<file path="src/rtl/id_ex_stage_pkg.sv">
// Shared definitions for the ID/EX stage of the 16-bit CPU.
// Holds datapath widths, opcode constants, ALU op and branch condition
// encodings, flag bit positions, the packed EX control word and the
// sign-extension helpers.
package id_ex_stage_pkg;

  localparam int DSIZE = 16;
  localparam int RSIZE = 4;

  // Opcodes (instr[15:12])
  localparam logic [3:0] OP_ADD = 4'b0000;
  localparam logic [3:0] OP_SUB = 4'b0001;
  localparam logic [3:0] OP_AND = 4'b0010;
  localparam logic [3:0] OP_OR  = 4'b0011;
  localparam logic [3:0] OP_SLL = 4'b0100;
  localparam logic [3:0] OP_SRL = 4'b0101;
  localparam logic [3:0] OP_SRA = 4'b0110;
  localparam logic [3:0] OP_RL  = 4'b0111;
  localparam logic [3:0] OP_LW  = 4'b1000;
  localparam logic [3:0] OP_SW  = 4'b1001;
  localparam logic [3:0] OP_LLI = 4'b1010;
  localparam logic [3:0] OP_BR  = 4'b1100;
  localparam logic [3:0] OP_HLT = 4'b1111;

  // ALU op encodings
  localparam logic [2:0] ALU_ADD = 3'b000;
  localparam logic [2:0] ALU_SUB = 3'b001;
  localparam logic [2:0] ALU_AND = 3'b010;
  localparam logic [2:0] ALU_OR  = 3'b011;
  localparam logic [2:0] ALU_SLL = 3'b100;
  localparam logic [2:0] ALU_SRL = 3'b101;
  localparam logic [2:0] ALU_SRA = 3'b110;
  localparam logic [2:0] ALU_RL  = 3'b111;

  // Branch condition codes (instr[11:9])
  localparam logic [2:0] BR_NEQ    = 3'b000;
  localparam logic [2:0] BR_EQ     = 3'b001;
  localparam logic [2:0] BR_GT     = 3'b010;
  localparam logic [2:0] BR_LT     = 3'b011;
  localparam logic [2:0] BR_GTE    = 3'b100;
  localparam logic [2:0] BR_LTE    = 3'b101;
  localparam logic [2:0] BR_OVFL   = 3'b110;
  localparam logic [2:0] BR_UNCOND = 3'b111;

  // ALU flag register bit positions {Z,V,N}
  localparam int FLAG_Z = 2;
  localparam int FLAG_V = 1;
  localparam int FLAG_N = 0;

  // Control word held in the ID/EX register. All-zero is a bubble.
  typedef struct packed {
    logic             valid;
    logic [2:0]       alu_op;
    logic [3:0]       alu_imm;
    logic [DSIZE-1:0] a;
    logic [DSIZE-1:0] b;
    logic [DSIZE-1:0] store_data;
    logic [RSIZE-1:0] rd;
    logic             reg_we;
    logic             mem_re;
    logic             mem_we;
    logic             flag_we;
    logic             is_br;
    logic [2:0]       br_cond;
    logic [8:0]       br_off;
    logic             illegal;
  } ctrl_t;

  localparam int CTRL_W = $bits(ctrl_t);

  function automatic logic [DSIZE-1:0] sext4(input logic [3:0] v);
    return {{(DSIZE-4){v[3]}}, v};
  endfunction

  function automatic logic [DSIZE-1:0] sext8(input logic [7:0] v);
    return {{(DSIZE-8){v[7]}}, v};
  endfunction

endpackage

</file>
<file path="src/rtl/id_ex_stage_instr_decoder.sv">
// Combinational instruction decoder.
// Ports:
//   i_instr     - instruction in ID
//   i_rdata1    - register file data for o_rs_addr
//   i_rdata2    - register file data for o_rt_addr
//   o_rs_addr   - RF read port 1 address (instr[7:4])
//   o_rt_addr   - RF read port 2 address (instr[3:0], or rd for SW)
//   o_ctrl      - decoded control word (packed ctrl_t), valid bit set
//   o_use_rs    - port 1 address is a real source operand
//   o_use_rt    - port 2 address is a real source operand
//   o_is_hlt    - instruction is HLT
module instr_decoder
  import id_ex_stage_pkg::*;
(
  input  logic [15:0]       i_instr,
  input  logic [DSIZE-1:0]  i_rdata1,
  input  logic [DSIZE-1:0]  i_rdata2,
  output logic [RSIZE-1:0]  o_rs_addr,
  output logic [RSIZE-1:0]  o_rt_addr,
  output logic [CTRL_W-1:0] o_ctrl,
  output logic              o_use_rs,
  output logic              o_use_rt,
  output logic              o_is_hlt
);

  logic [3:0]       w_op;
  logic [RSIZE-1:0] w_rd;
  logic [RSIZE-1:0] w_rs;
  logic [3:0]       w_rt;
  ctrl_t            w_c;

  assign w_op = i_instr[15:12];
  assign w_rd = i_instr[11:8];
  assign w_rs = i_instr[7:4];
  assign w_rt = i_instr[3:0];

  assign o_rs_addr = w_rs;
  // SW reads its store data through the second port using the rd field.
  assign o_rt_addr = (w_op == OP_SW) ? w_rd : w_rt;

  always_comb begin
    w_c       = '0;
    w_c.valid = 1'b1;
    o_use_rs  = 1'b0;
    o_use_rt  = 1'b0;
    o_is_hlt  = 1'b0;
    case (w_op)
      OP_ADD, OP_SUB, OP_AND, OP_OR: begin
        w_c.alu_op  = w_op[2:0];
        w_c.a       = i_rdata1;
        w_c.b       = i_rdata2;
        w_c.rd      = w_rd;
        w_c.reg_we  = 1'b1;
        w_c.flag_we = 1'b1;
        o_use_rs    = 1'b1;
        o_use_rt    = 1'b1;
      end
      OP_SLL, OP_SRL, OP_SRA, OP_RL: begin
        w_c.alu_op  = w_op[2:0];
        w_c.a       = i_rdata1;
        w_c.alu_imm = w_rt;
        w_c.rd      = w_rd;
        w_c.reg_we  = 1'b1;
        o_use_rs    = 1'b1;
      end
      OP_LW: begin
        w_c.alu_op = ALU_ADD;
        w_c.a      = i_rdata1;
        w_c.b      = sext4(w_rt);
        w_c.rd     = w_rd;
        w_c.mem_re = 1'b1;
        w_c.reg_we = 1'b1;
        o_use_rs   = 1'b1;
      end
      OP_SW: begin
        w_c.alu_op     = ALU_ADD;
        w_c.a          = i_rdata1;
        w_c.b          = sext4(w_rt);
        w_c.store_data = i_rdata2;
        w_c.mem_we     = 1'b1;
        o_use_rs       = 1'b1;
        o_use_rt       = 1'b1;
      end
      OP_LLI: begin
        w_c.alu_op = ALU_ADD;
        w_c.b      = sext8(i_instr[7:0]);
        w_c.rd     = w_rd;
        w_c.reg_we = 1'b1;
      end
      OP_BR: begin
        w_c.is_br   = 1'b1;
        w_c.br_cond = i_instr[11:9];
        w_c.br_off  = i_instr[8:0];
      end
      OP_HLT: begin
        o_is_hlt = 1'b1;
      end
      default: begin
        // Undefined opcodes are NOPs, but still count rs as a source so
        // the hazard rule stays uniform across every non-LLI/BR/HLT opcode.
        w_c.illegal = 1'b1;
        o_use_rs    = 1'b1;
      end
    endcase
  end

  assign o_ctrl = w_c;

endmodule

</file>
<file path="src/rtl/id_ex_stage.sv">
// Instruction-decode stage plus ID/EX pipeline register.
// Decodes instr_i, registers the ALU control word for EX, detects
// load-use hazards (stall_o), inserts bubbles on flush/stall/invalid,
// and holds a sticky halt once HLT reaches EX.
// Ports:
//   clk, rst           - clock (rising edge), async active-high reset
//   instr_i, instr_valid_i, flush_i - ID instruction and control
//   rs_addr_o, rt_addr_o, rf_rdata1_i, rf_rdata2_i - RF read ports
//   stall_o            - freeze PC and IF/ID (combinational)
//   halted_o           - sticky halt
//   ex_*_o             - registered control word for EX
module id_ex_stage
  import id_ex_stage_pkg::*;
(
  input  logic             clk,
  input  logic             rst,
  input  logic [15:0]      instr_i,
  input  logic             instr_valid_i,
  input  logic             flush_i,
  output logic [RSIZE-1:0] rs_addr_o,
  output logic [RSIZE-1:0] rt_addr_o,
  input  logic [DSIZE-1:0] rf_rdata1_i,
  input  logic [DSIZE-1:0] rf_rdata2_i,
  output logic             stall_o,
  output logic             halted_o,
  output logic             ex_valid_o,
  output logic [2:0]       ex_alu_op_o,
  output logic [3:0]       ex_alu_imm_o,
  output logic [DSIZE-1:0] ex_a_o,
  output logic [DSIZE-1:0] ex_b_o,
  output logic [DSIZE-1:0] ex_store_data_o,
  output logic [RSIZE-1:0] ex_rd_o,
  output logic             ex_reg_we_o,
  output logic             ex_mem_re_o,
  output logic             ex_mem_we_o,
  output logic             ex_flag_we_o,
  output logic             ex_is_br_o,
  output logic [2:0]       ex_br_cond_o,
  output logic [8:0]       ex_br_off_o,
  output logic             ex_illegal_o
);

  logic [CTRL_W-1:0] w_dec_bits;
  ctrl_t             w_dec;
  logic              w_use_rs;
  logic              w_use_rt;
  logic              w_is_hlt;
  logic              w_src_match;
  logic              w_stall;

  ctrl_t r_ex;
  logic  r_halted;

  instr_decoder u_dec (
    .i_instr   (instr_i),
    .i_rdata1  (rf_rdata1_i),
    .i_rdata2  (rf_rdata2_i),
    .o_rs_addr (rs_addr_o),
    .o_rt_addr (rt_addr_o),
    .o_ctrl    (w_dec_bits),
    .o_use_rs  (w_use_rs),
    .o_use_rt  (w_use_rt),
    .o_is_hlt  (w_is_hlt)
  );

  assign w_dec = w_dec_bits;

  // rt_addr_o already carries rd for SW, so port-2 usage covers it.
  assign w_src_match = (w_use_rs && (rs_addr_o == r_ex.rd)) ||
                       (w_use_rt && (rt_addr_o == r_ex.rd));

  assign w_stall = !r_halted && r_ex.valid && r_ex.mem_re &&
                   (r_ex.rd != '0) && w_src_match &&
                   instr_valid_i && !flush_i;

  assign stall_o = w_stall;

  always_ff @(posedge clk or posedge rst) begin
    if (rst) begin
      r_ex     <= '0;
      r_halted <= 1'b0;
    end else if (r_halted) begin
      r_ex <= '0;
    end else if (flush_i || w_stall || !instr_valid_i) begin
      r_ex <= '0;
    end else begin
      r_ex <= w_dec;
      if (w_is_hlt) begin
        r_halted <= 1'b1;
      end
    end
  end

  assign halted_o        = r_halted;
  assign ex_valid_o      = r_ex.valid;
  assign ex_alu_op_o     = r_ex.alu_op;
  assign ex_alu_imm_o    = r_ex.alu_imm;
  assign ex_a_o          = r_ex.a;
  assign ex_b_o          = r_ex.b;
  assign ex_store_data_o = r_ex.store_data;
  assign ex_rd_o         = r_ex.rd;
  assign ex_reg_we_o     = r_ex.reg_we;
  assign ex_mem_re_o     = r_ex.mem_re;
  assign ex_mem_we_o     = r_ex.mem_we;
  assign ex_flag_we_o    = r_ex.flag_we;
  assign ex_is_br_o      = r_ex.is_br;
  assign ex_br_cond_o    = r_ex.br_cond;
  assign ex_br_off_o     = r_ex.br_off;
  assign ex_illegal_o    = r_ex.illegal;

endmodule

</file>
<file path="config.mk">
export PLATFORM = sky130hd
export DESIGN_NAME = id_ex_stage
export DESIGN_NICKNAME = d
export VERILOG_FILES = /design/src/rtl/id_ex_stage_pkg.sv /design/src/rtl/id_ex_stage_instr_decoder.sv /design/src/rtl/id_ex_stage.sv
export SDC_FILE = /design/constraint.sdc
export NUM_CORES = 1
export LEC_CHECK = 0
export CORE_MARGIN = 10
export CORE_UTILIZATION = 42
export CTS_CLUSTER_DIAMETER = 200
export DETAILED_ROUTE_END_ITERATION = 10
export HOLD_SLACK_MARGIN = 0.08
export PLACE_DENSITY = 0.79
export SYNTH_ARGS = -nofsm -noshare
export SYNTH_HDL_FRONTEND = slang
export SYNTH_SLANG_ARGS = --single-unit
</file>
<file path="constraint.sdc">
create_clock -name clk -period 3.65 [get_ports clk]
set_input_delay 0.73 -clock clk [delete_from_list [all_inputs] [get_ports clk]]
set_output_delay 0.73 -clock clk [all_outputs]
set_load 0.01 [all_outputs]
</file>
==> run metrics <==
final count of negative-setup-slack endpoints=0; Hold Fails Final Rpt=0; Layout Cells excl Fill=534; Die W=between 100 and 150 um; Global Route Usage Sum=0.1822; leakage power=between 2 and 2.5 nW; Final #Nets=483; RSZ-0062 raised after global routing=false; critical path type=in2out; Max Cap Viol=0; CTS root buffer=clkbuf_8; largest net degree at the start of global routing=39; Syn Inst Count=between 200 and 300; total congestion overflow=0; Mapped Nets=around 310; Avg Inst Size Synth=between 10 and 15 um2; Routability Congestion=between 0.9 and 1; share of cells above drive strength 1=0.1517; Via density=4.843; Synth area leaders=dfrtp_1, and2_1, nor2_1; asr flop ratio synth=1.000; die height=~110 um; # DRC=0; most frequent cells after synthesis=dfrtp_1, and2_1, nor2_1; n_diodes=0; Clock Skew=0.009556 ns; most frequent cell after synthesis=dfrtp_1; final period utilization=0.9507; Cell Area, Synth=about 0.0031 mm2; Worst Setup Start Kind=input port; Synth Flop Type=dfrtp_1; Slew Limit Fails=0; post-synth cell types=46; Crit-path slowest cell=clkdlybuf4s50_1; Site Rows=31; CP Max Fanout=4; leading area contributor after synthesis=dfrtp_1; DP Worst Slack=-0.2200 ns; worst path cell trace=clkdlybuf4s50_1 > buf_4 > nand4bb_1 > o2bb2ai_1 > a211oi_2 > a211o_1 > a21oi_2 > nor2b_1 > clkbuf_2; post-detail-place hpwl=roughly 8000 um; number of flops mapped to enable cells by yosys=0; vias in the first global route=2,807; die area=0.01130 mm2; antenna viol nets, final=0; power per standard cell area=~370 mW/mm2; Initial Util=0.4314; CTS tree=yes; worst skew pair latency=~0.34 ns; average routed wire per standard cell=~19 um; YS warnings=0; DR pass1 iterations=4; Max H-tree Level=3; Routed WL=~10,000 um; DR iter-0 viols=roughly 140; sequential share of the synthesized area=0.6317; post-layout min period=3.470 ns; Yosys reg bits=about 80; Port Buf Inserts=139; vias=between 2,000 and 3,000; CTS Buffer Depth=2; Hold-fix buffers, CTS=0; Fmax achieved=288.2 MHz; Final Core Density=0.6923; Slew HR=0.3723; wire length of the first global-routing pass=approximately 16,000 um; WP data arrival=~2.7 ns; initial antenna violation count=0; core area=between 0.007 and 0.008 mm2; Max VDD drop=about 0.20 mV; delay of the slowest critical-path stage=around 0.50 ns; Hold/Removal Path Class=reg2reg; CTS buffer count=9; Synth top area share=0.6317; critical path capture point type=output pin; placed insts=a little over 500; Ports=140; Fin Hold WS=around 0.56 ns; Clock transition at path regs=0.08 ns; status=finished, final reports clean; Sinks on Clock Net=between 70 and 80; Critical Path RT=around 2.9 ns; Setup WS post-layout=between 0.15 and 0.2 ns; Slew @ Worst Pin=between 0.9 and 1 ns; P&R area growth vs syn=60.46%
[worst max-delay path: cells and delay by family]
family / cells / cell delay [ns]
AOI/OAI and AO/OA: 4 / 0.90
and+or+nand+nor: 2 / 0.34
buffers and inverters: 3 / 0.77
[per-layer routing]
layer	GRT usage	vias to the layer above	share of wire
met2	0.2955	104	0.49
met4	0.06383	0	0.016
li1	-	1213	-
met1	0.2272	1259	0.42
met5	0	-	0
met3	0.05314	10	0.077
[cells in the final DEF, fill, tap and decap left out, types with 2 or more instances in the layout]
cell and count:
and2_1 45, nor4_1 5, nor3_1 3, a221oi_1 3, nor2_1 24, a21oi_2 2, nor2b_1 2, xnor2_1 5
o21ai_0 4, clkdlybuf4s50_1 138, nand2b_1 2, nand3_1 2, nand2_1 13, a211oi_2 2, clkbuf_8 9, clkinv_2 2
a22oi_1 4, clkinvlp_4 2, o211ai_1 2, a21oi_1 10, inv_1 4, dfrtp_1 79, nor3b_1 8, buf_4 38
[final timing paths]
path | startpoint | cells after the start | slack, ns | endpoint
max | instr_i[15] | 9 | 0.18 | stall_o
min | halted_o | 1 | 0.56 | halted_o
max reg2reg | ex_rd_o[2] | 8 | 1.35 | ex_store_data_o[1]
min reg2reg | halted_o | 1 | 0.56 | halted_o
max in group asynchronous | rst | 3 | 2.15 | ex_b_o[2]
min in group asynchronous | rst | 2 | 0.78 | ex_a_o[9]
[layout make-up]
cell class / instances / area [um2]
clock inverter: 5 / 58.81
tap: 99 / 123.9
inverter: 6 / 23.77
fill: 552 / 2232
clock buffer: 10 / 127.6
multi-input combinational: 158 / 1039
timing repair buffer: 177 / 1672
sequential: 79 / 1977
[per-stage QoR]
step	setup TNS (ns)	total power [mW]	cell area, um2
6_report	0	1.855	5021
5_1_grt	0	1.944	5021
4_1_cts	0	1.874	5015
3_5_place_dp	-0.2200	1.249	4826
3_3_place_gp	-0.2062	1.243	4826
2_1_floorplan	0	1.053	3129
[repair_timing]
item	CTS	global route
cloned	0	0
gates resized for setup	2	4
pin swaps	0	3
endpoints found under the setup margin	1	1
buffers inserted	0	0
[logic make-up (layout without fill, tap and decap cells)]
group / Yosys count / after routing / share of synthesized area
AOI/OAI and AO/OA: 37 / 37 / 0.09437
and+or+nand+nor: 112 / 112 / 0.2031
buffers and inverters: 24 / 198 / 0.04078
muxes: 2 / 2 / 0.007996
DFF: 79 / 79 / 0.6317
xor gates and xnor gates: 7 / 7 / 0.02199
[where the power goes]
part / internal [mW] / switching [mW] / leakage [nW] / total [mW]
logic: 0.170 / 0.143 / 1.07 / 0.312
registers: 0.905 / 0.0140 / 1.08 / 0.919
clock network: 0.314 / 0.310 / 0.0888 / 0.624
[flip-flops by register name (all words and copies together) (netlist names)]
register and cells:
ex_rd_o 4, ex_reg_we_o 1, ex_br_cond_o 3, ex_a_o 16, ex_br_off_o 9, halted_o 1
ex_illegal_o 1, ex_valid_o 1, ex_is_br_o 1, ex_b_o 16, ex_store_data_o 16, ex_mem_re_o 1
ex_alu_op_o 3, ex_mem_we_o 1, ex_flag_we_o 1, ex_alu_imm_o 4
Power figures use the tool's default switching activity.
